===== src/rtl/three_input_gate_sweep_v_pkg.sv =====
// Shared definitions for the three-input gate sweep sequencer and its golden lookup.
package three_input_gate_sweep_v_pkg;

    // Gate select codes as seen on the gate's i_code input.
    localparam logic [1:0] CODE_XOR  = 2'b00;
    localparam logic [1:0] CODE_NAND = 2'b01;
    localparam logic [1:0] CODE_NOR  = 2'b10;
    localparam logic [1:0] CODE_XNOR = 2'b11;

    // Expected truth table; bit index = {code, a, b, c}.
    localparam logic [31:0] GOLDEN_TT = 32'h69017F96;

    localparam int unsigned NUM_VECTORS = 32;
    localparam logic [4:0]  LAST_IDX    = 5'd31;
    localparam logic [5:0]  MAX_ERRS    = 6'd32;

    typedef enum logic [1:0] {
        StIdle   = 2'b00,
        StSettle = 2'b01,
        StSample = 2'b10,
        StDone   = 2'b11
    } sweep_state_e;

endpackage


===== src/rtl/three_input_gate_sweep_v_if.sv =====
// Signal bundle between the sweep sequencer and its host plus gate-under-test.
interface three_input_gate_sweep_v_if;

    logic        i_start;
    logic        o_a;
    logic        o_b;
    logic        o_c;
    logic [1:0]  o_code;
    logic        i_f;
    logic        o_busy;
    logic        o_done;
    logic [31:0] o_result;
    logic [5:0]  o_err_cnt;
    logic        o_pass;

    // Sequencer side.
    modport master (
        input  i_start,
        input  i_f,
        output o_a,
        output o_b,
        output o_c,
        output o_code,
        output o_busy,
        output o_done,
        output o_result,
        output o_err_cnt,
        output o_pass
    );

    // Host / gate side.
    modport slave (
        output i_start,
        output i_f,
        input  o_a,
        input  o_b,
        input  o_c,
        input  o_code,
        input  o_busy,
        input  o_done,
        input  o_result,
        input  o_err_cnt,
        input  o_pass
    );

endinterface


===== src/rtl/three_input_gate_ref_v.sv =====
// Combinational golden lookup: vector index {code,a,b,c} -> expected gate output.
module three_input_gate_ref_v
    import three_input_gate_sweep_v_pkg::*;
(
    input  logic [4:0] idx,
    output logic       expected
);

    assign expected = GOLDEN_TT[idx];

endmodule


===== src/rtl/three_input_gate_sweep_v.sv =====
// Exhaustive self-test sequencer for three_input_gate_v: drives all 32 vectors,
// captures the truth table and counts mismatches against the golden model.
module three_input_gate_sweep_v
    import three_input_gate_sweep_v_pkg::*;
#(
    parameter int unsigned SETTLE_CYCLES = 1
) (
    input  logic                            i_clk,
    input  logic                            i_rst,
    three_input_gate_sweep_v_if.master      bus
);

    localparam logic [3:0] SETTLE_LOAD = 4'(SETTLE_CYCLES);
    localparam bit         NO_SETTLE   = (SETTLE_CYCLES == 0);

    sweep_state_e state_q, state_d;
    logic [4:0]   idx_q, idx_d;
    logic [3:0]   settle_q, settle_d;
    logic [4:0]   vec_q, vec_d;
    logic         busy_q, busy_d;
    logic         done_q, done_d;
    logic [31:0]  result_q, result_d;
    logic [5:0]   err_q, err_d;
    logic         pass_q, pass_d;
    logic         expected;

    three_input_gate_ref_v u_ref (
        .idx      (idx_q),
        .expected (expected)
    );

    // Next-state and registered-output logic for the sweep FSM.
    always_comb begin
        state_d  = state_q;
        idx_d    = idx_q;
        settle_d = settle_q;
        result_d = result_q;
        err_d    = err_q;
        pass_d   = pass_q;
        done_d   = 1'b0;

        case (state_q)
            StIdle: begin
                if (bus.i_start) begin
                    result_d = '0;
                    err_d    = '0;
                    idx_d    = '0;
                    settle_d = SETTLE_LOAD;
                    state_d  = NO_SETTLE ? StSample : StSettle;
                end
            end
            StSettle: begin
                settle_d = settle_q - 4'd1;
                if (settle_d == 4'd0) begin
                    state_d = StSample;
                end
            end
            StSample: begin
                result_d[idx_q] = bus.i_f;
                // Saturate defensively; 32 vectors cannot exceed MAX_ERRS anyway.
                if ((bus.i_f != expected) && (err_q != MAX_ERRS)) begin
                    err_d = err_q + 6'd1;
                end
                if (idx_q == LAST_IDX) begin
                    state_d = StDone;
                end else begin
                    idx_d    = idx_q + 5'd1;
                    settle_d = SETTLE_LOAD;
                    state_d  = NO_SETTLE ? StSample : StSettle;
                end
            end
            StDone: begin
                done_d  = 1'b1;
                pass_d  = (err_q == 6'd0);
                state_d = StIdle;
            end
            default: state_d = StIdle;
        endcase

        // Gate inputs track the index only while busy; parked at zero otherwise.
        busy_d = (state_d == StSettle) || (state_d == StSample);
        vec_d  = busy_d ? idx_d : 5'd0;
    end

    // State and output registers; reset clears every output immediately.
    always_ff @(posedge i_clk or posedge i_rst) begin
        if (i_rst) begin
            state_q  <= StIdle;
            idx_q    <= '0;
            settle_q <= '0;
            vec_q    <= '0;
            busy_q   <= 1'b0;
            done_q   <= 1'b0;
            result_q <= '0;
            err_q    <= '0;
            pass_q   <= 1'b0;
        end else begin
            state_q  <= state_d;
            idx_q    <= idx_d;
            settle_q <= settle_d;
            vec_q    <= vec_d;
            busy_q   <= busy_d;
            done_q   <= done_d;
            result_q <= result_d;
            err_q    <= err_d;
            pass_q   <= pass_d;
        end
    end

    assign bus.o_code    = vec_q[4:3];
    assign bus.o_a       = vec_q[2];
    assign bus.o_b       = vec_q[1];
    assign bus.o_c       = vec_q[0];
    assign bus.o_busy    = busy_q;
    assign bus.o_done    = done_q;
    assign bus.o_result  = result_q;
    assign bus.o_err_cnt = err_q;
    assign bus.o_pass    = pass_q;

endmodule

===== src/flat_wrapper.sv =====
// flat-port wrapper written by rule: the top's interface ports become plain ports
module three_input_gate_sweep_v_flat import three_input_gate_sweep_v_pkg::*;
#(
    parameter int unsigned SETTLE_CYCLES = 1
)
  (i_clk, i_rst, bus_i_start, bus_i_f, bus_o_a, bus_o_b, bus_o_c, bus_o_code, bus_o_busy, bus_o_done, bus_o_result, bus_o_err_cnt, bus_o_pass);
  three_input_gate_sweep_v_if bus_i ();
  input  logic i_clk;
  input  logic i_rst;
  input wire logic [$bits(bus_i.i_start)-1:0] bus_i_start;
  input wire logic [$bits(bus_i.i_f)-1:0] bus_i_f;
  output wire logic [$bits(bus_i.o_a)-1:0] bus_o_a;
  output wire logic [$bits(bus_i.o_b)-1:0] bus_o_b;
  output wire logic [$bits(bus_i.o_c)-1:0] bus_o_c;
  output wire logic [$bits(bus_i.o_code)-1:0] bus_o_code;
  output wire logic [$bits(bus_i.o_busy)-1:0] bus_o_busy;
  output wire logic [$bits(bus_i.o_done)-1:0] bus_o_done;
  output wire logic [$bits(bus_i.o_result)-1:0] bus_o_result;
  output wire logic [$bits(bus_i.o_err_cnt)-1:0] bus_o_err_cnt;
  output wire logic [$bits(bus_i.o_pass)-1:0] bus_o_pass;
  assign bus_i.i_start = bus_i_start;
  assign bus_i.i_f = bus_i_f;
  assign bus_o_a = bus_i.o_a;
  assign bus_o_b = bus_i.o_b;
  assign bus_o_c = bus_i.o_c;
  assign bus_o_code = bus_i.o_code;
  assign bus_o_busy = bus_i.o_busy;
  assign bus_o_done = bus_i.o_done;
  assign bus_o_result = bus_i.o_result;
  assign bus_o_err_cnt = bus_i.o_err_cnt;
  assign bus_o_pass = bus_i.o_pass;
  three_input_gate_sweep_v #(.SETTLE_CYCLES(SETTLE_CYCLES)) u_core (.i_clk(i_clk), .i_rst(i_rst), .bus(bus_i));
endmodule

===== config.mk =====
export PLATFORM = sky130hd
export DESIGN_NAME = three_input_gate_sweep_v_flat
export DESIGN_NICKNAME = d
export VERILOG_FILES = /design/src/rtl/three_input_gate_sweep_v_pkg.sv /design/src/rtl/three_input_gate_sweep_v_if.sv /design/src/rtl/three_input_gate_ref_v.sv /design/src/rtl/three_input_gate_sweep_v.sv /design/src/flat_wrapper.sv
export SDC_FILE = /design/constraint.sdc
export NUM_CORES = 1
export LEC_CHECK = 0
export CAP_MARGIN = 25
export CORE_MARGIN = 2
export CORE_UTILIZATION = 50
export DETAILED_ROUTE_END_ITERATION = 16
export GPL_ROUTABILITY_DRIVEN = 0
export PLACE_DENSITY = 0.82
export SETUP_SLACK_MARGIN = 0.05
export SYNTH_ARGS = -nofsm -noshare
export SYNTH_HDL_FRONTEND = slang
export SYNTH_SLANG_ARGS = --single-unit

===== constraint.sdc =====
create_clock -name i_clk -period 2.7 [get_ports i_clk]
set_input_delay 0.405 -clock i_clk [delete_from_list [all_inputs] [get_ports i_clk]]
set_output_delay 0.405 -clock i_clk [all_outputs]
set_load 0.01 [all_outputs]

==> results.toml, run 1 <==
[clocking]
cts_hold_buf = 0
clock_sinks = 57
cts_tree = "done"
htreeDepth = 3
cts-buffers-inserted = 9
cts_setup_buffers = 0
path_clk_slew_ns = 0.07
clockRootBuffer = "clkbuf_8"
clockBufferDepth = 2
cts_resized = 0
clkLatencyLatePin_ns = 0.34

[floorplanning]
core_um2 = 5820
start_util_pct = 50.8
fp.dieW_um = 80.9
ioPinCount = 50
dieArea_um2 = 6540
die_h_um = 80.9
rows = 28

[yosys]
ys_types = 43
syn_inst = 319
async_flop_share_pct = 100
ys_ff_latch = 57
synth.area.top_cells = "dfrtp_1 48%, nand2_1 7.4%, nand3_1 5.8%, ha_1 3.8%, mux2i_1 3.4%"
yosys.area.top_type = "dfrtp_1"
syn_avg_cell_area_um2 = 9.26
ys_warn_count = 0
synth-main-ff-cell = "dfrtp_1"
synth_edf_count = 0
netlist.area_leader.share_pct = 48.3
seq_area_frac_synth_pct = 48.3
syn-num-nets = 332
synth_area_um2 = 2960

[timing]
setup_viol = 0
fin_setup_tns_ns = 0
period_needed_ns = 2.30
maxSlewViolCount = 0
finalHoldViolations = 0
fin_crit_sh_pct = 85.3
clock_skew_ns = 0.00856
hold_slack_ns = 0.433
rsz0062_at_grt = "no"
tightest_slew_ns = 0.616
max_freq_mhz = 434
relSlewSlack_pct = 58.9

[setup_path]
path_max_fanout = 8
reg2reg_depth = 7
critPathRequiredTime_ns = 2.93
cp-start-kind = "flop"
crit_path_end_kind = "flop"
worstPathArrival_ns = 2.53
r2r_slack_ns = 0.40
crit_type = "flop to flop"

[run_status]
run_status = "finished, final reports clean"

[hold_path]
hold_path_class = "primary input to asynchronous set/reset pin"

[pwr]
p_comb_share_pct = 29.6
swShare_pct = 34.0
internal_power_mw = 1.73
powerDensity_nw_per_um2 = 703
pwr-share-seq_pct = 40.0
p_clk_share_pct = 30.5
leakagePower_nw = 1.71
power.switching_uw = 893
ir_drop_uv = 325

[cells_and_area]
final_core_util_pct = 64.2
fin_nets = 380
n_antenna_cell = 0
regArea_um2 = 1430
num-fill-cells = 502
finalNonFillerCells = 446
multi_input_area_um2 = 1400
drive_gt1_share_pct = 8.36
area_delta_synth_final_pct = 26.3

[grt]
grt_max_degree = 42
grt_pass1_wl_um = 11600
antenna_found_initial = 0
grtUsageTotal_pct = 23.3
use_met1_pct = 32.0
grtUsageMet2_pct = 35.0
grt_overflow = 0
met3_usage_pct = 5.11
grt.busiest_layer = "met2"
first_global_vias = 2471

[routing]
num_vias = 2619
drt-total-wl_um = 6950
vias_per_cell = 5.87
drc = 0
drt-initial-drc-count = 272
wl_per_cell_um = 15.6
drt_pass1_iterations = 5
drtAntennaViolNets = 0

[placed_design]
dp_hpwl_um = 4640
portBuffers = 49
dp_cells = 431

[run]
cap_violations = 0
[area by class of cell]
| class | instances | share of cell area, % |
|---|---|---|
| clock buffers | 12 | 4.16 |
| clock inverters | 3 | 1.07 |
| inverters | 13 | 1.31 |
| multi-input cells | 228 | 37.5 |
| flip-flops and latches | 57 | 38.2 |
| well taps | 75 | 2.51 |
| repair buffers | 58 | 15.3 |
[power groups by stage]
| stage | clock (mW) | sequential, mW | combinational (mW) |
|---|---|---|---|
| 4_1_cts | 0.807 | 1.05 | 0.778 |
| 5_1_grt | 0.855 | 1.06 | 0.848 |
| 3_3_place_gp | 0 | 1.05 | 0.748 |
| 6_report | 0.800 | 1.05 | 0.776 |
| 3_5_place_dp | 0 | 1.06 | 0.774 |
| 2_1_floorplan | 0 | 1.03 | 0.536 |
[cell families (layout without fill, tap and decap cells)]
logic type,Yosys count,count (layout),share of synthesized area [%]
AOI/OAI and AO/OA,56,56,14.1
xor gates and xnor gates,2,2,0.593
adders and majority gates,9,9,3.81
buffers and inverters,34,86,4.40
DFF,57,57,48.3
muxes,12,12,4.40
and+or+nand+nor,149,149,24.5
[placed cells by master, fill, tap and decap left out, drive strengths merged, types with 7 or more instances in the layout]
cell	count
a32o	9
buf	9
clkbuf	12
clkdlybuf4s50	49
dfrtp	57
ha	9
inv	13
mux2i	10
nand2	58
nand3	34
nand4	8
nor2	14
nor3	7
o211ai	13
o21ai	15
[metrics by stage]
stage          instance area (um2)  power (mW)  worst slack (ns)
2_1_floorplan                 2960        1.57             0.363
3_3_place_gp                  3540        1.80             0.475
4_1_cts                       3730        2.63             0.405
5_1_grt                       3730        2.77             0.301
6_report                      3730        2.62             0.397
3_5_place_dp                  3540        1.84             0.411
[synth_stat cells (2+ instances only)]
master	n
o211ai_1	13
mux2i_1	10
dfrtp_1	57
nand2_1	58
o22ai_1	3
inv_1	12
mux2_4	2
a32o_1	9
and2_1	5
nor3_1	7
clkbuf_1	14
a21oi_1	2
a211oi_1	2
nor2_1	14
ha_1	9
and3_1	5
a21o_1	2
nand3_1	34
or3_1	4
buf_2	2
nand2b_1	4
buf_1	5
nor2b_1	3
nand4_1	8
o21ai_0	15
o31ai_1	3
[worst paths after layout]
check,from,end
setup / recovery,u_core.idx_q[0],u_core.bus.o_err_cnt[1]
hold / removal,i_rst,u_core.bus.o_result[9]
setup reg to reg,u_core.idx_q[0],u_core.bus.o_err_cnt[1]
hold reg to reg,u_core.bus.o_result[14],u_core.bus.o_result[14]
max in group asynchronous,i_rst,u_core.bus.o_err_cnt[3]
min in group i_clk,u_core.bus.o_result[14],u_core.bus.o_result[14]
[layer usage]
| metal | vias to the layer above | part of all wire (%) | wire length [um] |
|---|---|---|---|
| met4 | 0 | 2.2 | 156 |
| met2 | 89 | 47 | 3260 |
| met3 | 12 | 5.1 | 353 |
| met5 | - | 0 | 0 |
| li1 | 1228 | - | - |
| met1 | 1290 | 46 | 3180 |
[critical path, stage by stage, from the launching register on]
cell and delay (ns):
dfrtp_1 0.47, inv_1 0.13, ha_1 0.37, or3_1 0.35, a21oi_2 0.19, a211oi_4 0.06
mux2_4 0.32, mux2_4 0.29
[sequential cells by signal, summed over array words and instances, names as in the netlist]
| signal | cells |
|---|---|
| u_core.bus.o_busy | 1 |
| u_core.bus.o_done | 1 |
| u_core.bus.o_err_cnt | 6 |
| u_core.bus.o_pass | 1 |
| u_core.bus.o_result | 32 |
| u_core.idx_q | 5 |
| u_core.settle_q | 4 |
| u_core.state_q | 2 |
| u_core.vec_q | 5 |
Power figures use the tool's default switching activity.
==> run 2: changes to the inputs <==
--- a/config.mk
+++ b/config.mk
@@ -6,7 +6,6 @@
 export NUM_CORES = 1
 export LEC_CHECK = 0
 export CAP_MARGIN = 25
-export CORE_MARGIN = 2
 export CORE_UTILIZATION = 50
 export DETAILED_ROUTE_END_ITERATION = 16
 export GPL_ROUTABILITY_DRIVEN = 0
==> constraint.sdc (replaced) <==
create_clock -name i_clk -period 2.7 [get_ports i_clk]
set_input_delay 0.405 -clock i_clk [delete_from_list [all_inputs] [get_ports i_clk]]
set_output_delay 0.405 -clock i_clk [all_outputs]
set_load 0.005 [all_outputs]
==> run 2 against run 1 <==
Sequential cell count stayed put. Power down 0.28%. Clock power down 2%. Largest power group unchanged.
==> results.toml, run 2 (synthesis gave the netlist of run 1 again) <==
[pwr]
power_mw = 2.62
leakagePower_nw = 1.71
ir_drop_uv = 390
swShare_pct = 34.4
internal_power_mw = 1.72
powerDensity_nw_per_um2 = 699
p_comb_share_pct = 29.8
pwr-share-seq_pct = 40.1
power.switching_uw = 900
p_clk_share_pct = 30.1

[timing]
setup_viol = 0
period_needed_ns = 2.30
tightest_slew_ns = 0.615
finalHoldViolations = 0
max_freq_mhz = 435
rsz0062_at_grt = "no"
fin_crit_sh_pct = 85.1
maxSlewViolCount = 0
relSlewSlack_pct = 58.9
clock_skew_ns = 0.00623
fin_setup_tns_ns = 0

[routing]
wl_per_cell_um = 15.9
drt_pass1_iterations = 7
drt-total-wl_um = 7090
drt-initial-drc-count = 246
vias_per_cell = 5.94
drc = 0
drtAntennaViolNets = 0
num_vias = 2655

[cells_and_area]
final_common_cell = "nand2_1"
num-fill-cells = 451
fin_nets = 383
area_delta_synth_final_pct = 26.6
n_antenna_cell = 0
layout_common_cells = "58 x nand2_1, 57 x dfrtp_1, 49 x clkdlybuf4s50_1, 34 x nand3_1, 15 x o21ai_0"
drive_gt1_share_pct = 9.33
largest_reg_flops = 32

[clocking]
clockRootBuffer = "clkbuf_8"
path_clk_slew_ns = 0.06
cts_tree = "done"
clock_sinks = 57
cts_hold_buf = 0
cts_resized = 0
cts_setup_buffers = 0
clockBufferDepth = 2
cts-buffers-inserted = 9
htreeDepth = 3
clkLatencyLatePin_ns = 0.34

[setup_path]
reg2reg_depth = 7
worstPathArrival_ns = 2.52
critPathRequiredTime_ns = 2.92
path_max_fanout = 8
crit_path_end_kind = "flop"
crit_type = "flop to flop"
cp-start-kind = "flop"

[floorplanning]
ioPinCount = 50
core_um2 = 5610
start_util_pct = 52.7
rows = 27
dieArea_um2 = 6220
fp.dieW_um = 78.9
die_h_um = 78.9

[grt]
first_global_vias = 2532
grtUsageTotal_pct = 25.0
antenna_found_initial = 0
grt_max_degree = 30
grt_pass1_wl_um = 12000
grt_overflow = 0

[placed_design]
portBuffers = 49
dp_hpwl_um = 4820

[hold_path]
hold_path_class = "primary input to asynchronous set/reset pin"

[run]
cap_violations = 0

[run_status]
run_status = "finished, final reports clean"
-- run 2: cell types whose count changed in the layout (fill, tap and decap cells not counted) --
| cell | before | now |
|---|---|---|
| clkbuf_8 | 11 | 10 |
| clkinvlp_4 | 0 | 2 |
| buf_4 | 8 | 12 |
| buf_12 | 1 | 0 |
-- run 2: final timing paths --
check                                          endpoint                    start  slack (ns)
worst max-delay path            u_core.bus.o_err_cnt[1]          u_core.idx_q[0]        0.40
min in group i_clk              u_core.bus.o_result[16]  u_core.bus.o_result[16]        0.50
max in group asynchronous               u_core.idx_q[1]                    i_rst        1.58
worst min-delay path                 u_core.settle_q[1]                    i_rst        0.47
worst max register to register  u_core.bus.o_err_cnt[1]          u_core.idx_q[0]        0.40
worst min register to register  u_core.bus.o_result[16]  u_core.bus.o_result[16]        0.50
-- run 2: routing by layer --
layer | share of wire, % | track usage, %
met1 | 45 | 33.8
met2 | 47 | 38.2
met3 | 6.4 | 6.09
met4 | 1.7 | 11.5
met5 | 0 | 0
-- run 2: area by class of cell --
cell class	instances	area [um2]	share of cell area (%)
inverter	13	48.8	1.30
sequential	57	1430	38.1
multi-input combinational	228	1400	37.4
clock inverter	5	55.1	1.47
timing repair buffer	61	581	15.5
tap	72	90.1	2.41
clock buffer	11	141	3.78
-- run 2: critical path, cell delays in order (launching register included) --
cell,delay (ns)
dfrtp_1,0.47
inv_1,0.12
ha_1,0.37
or3_1,0.35
a21oi_2,0.19
a211oi_4,0.06
mux2_4,0.33
mux2_4,0.29
-- run 2: through the flow --
stage	hold WS (ns)	util [%]	instances	area [um2]	setup WS [ns]
5_1_grt	0.504	66.7	447	3740	0.288
2_1_floorplan	0.479	-	319	2960	0.363
3_5_place_dp	0.492	63.2	431	3540	0.430
6_report	0.466	66.7	447	3740	0.402
4_1_cts	0.479	66.7	447	3740	0.425
3_3_place_gp	0.487	63.2	431	3540	0.474
-- run 2: power groups by stage --
stage | combinational [mW] | clock [mW] | sequential, mW
floorplan | 0.537 | 0 | 1.02
CTS | 0.776 | 0.797 | 1.05
global placement | 0.738 | 0 | 1.05
detailed placement | 0.770 | 0 | 1.06
global route | 0.851 | 0.842 | 1.07
finish | 0.779 | 0.788 | 1.05
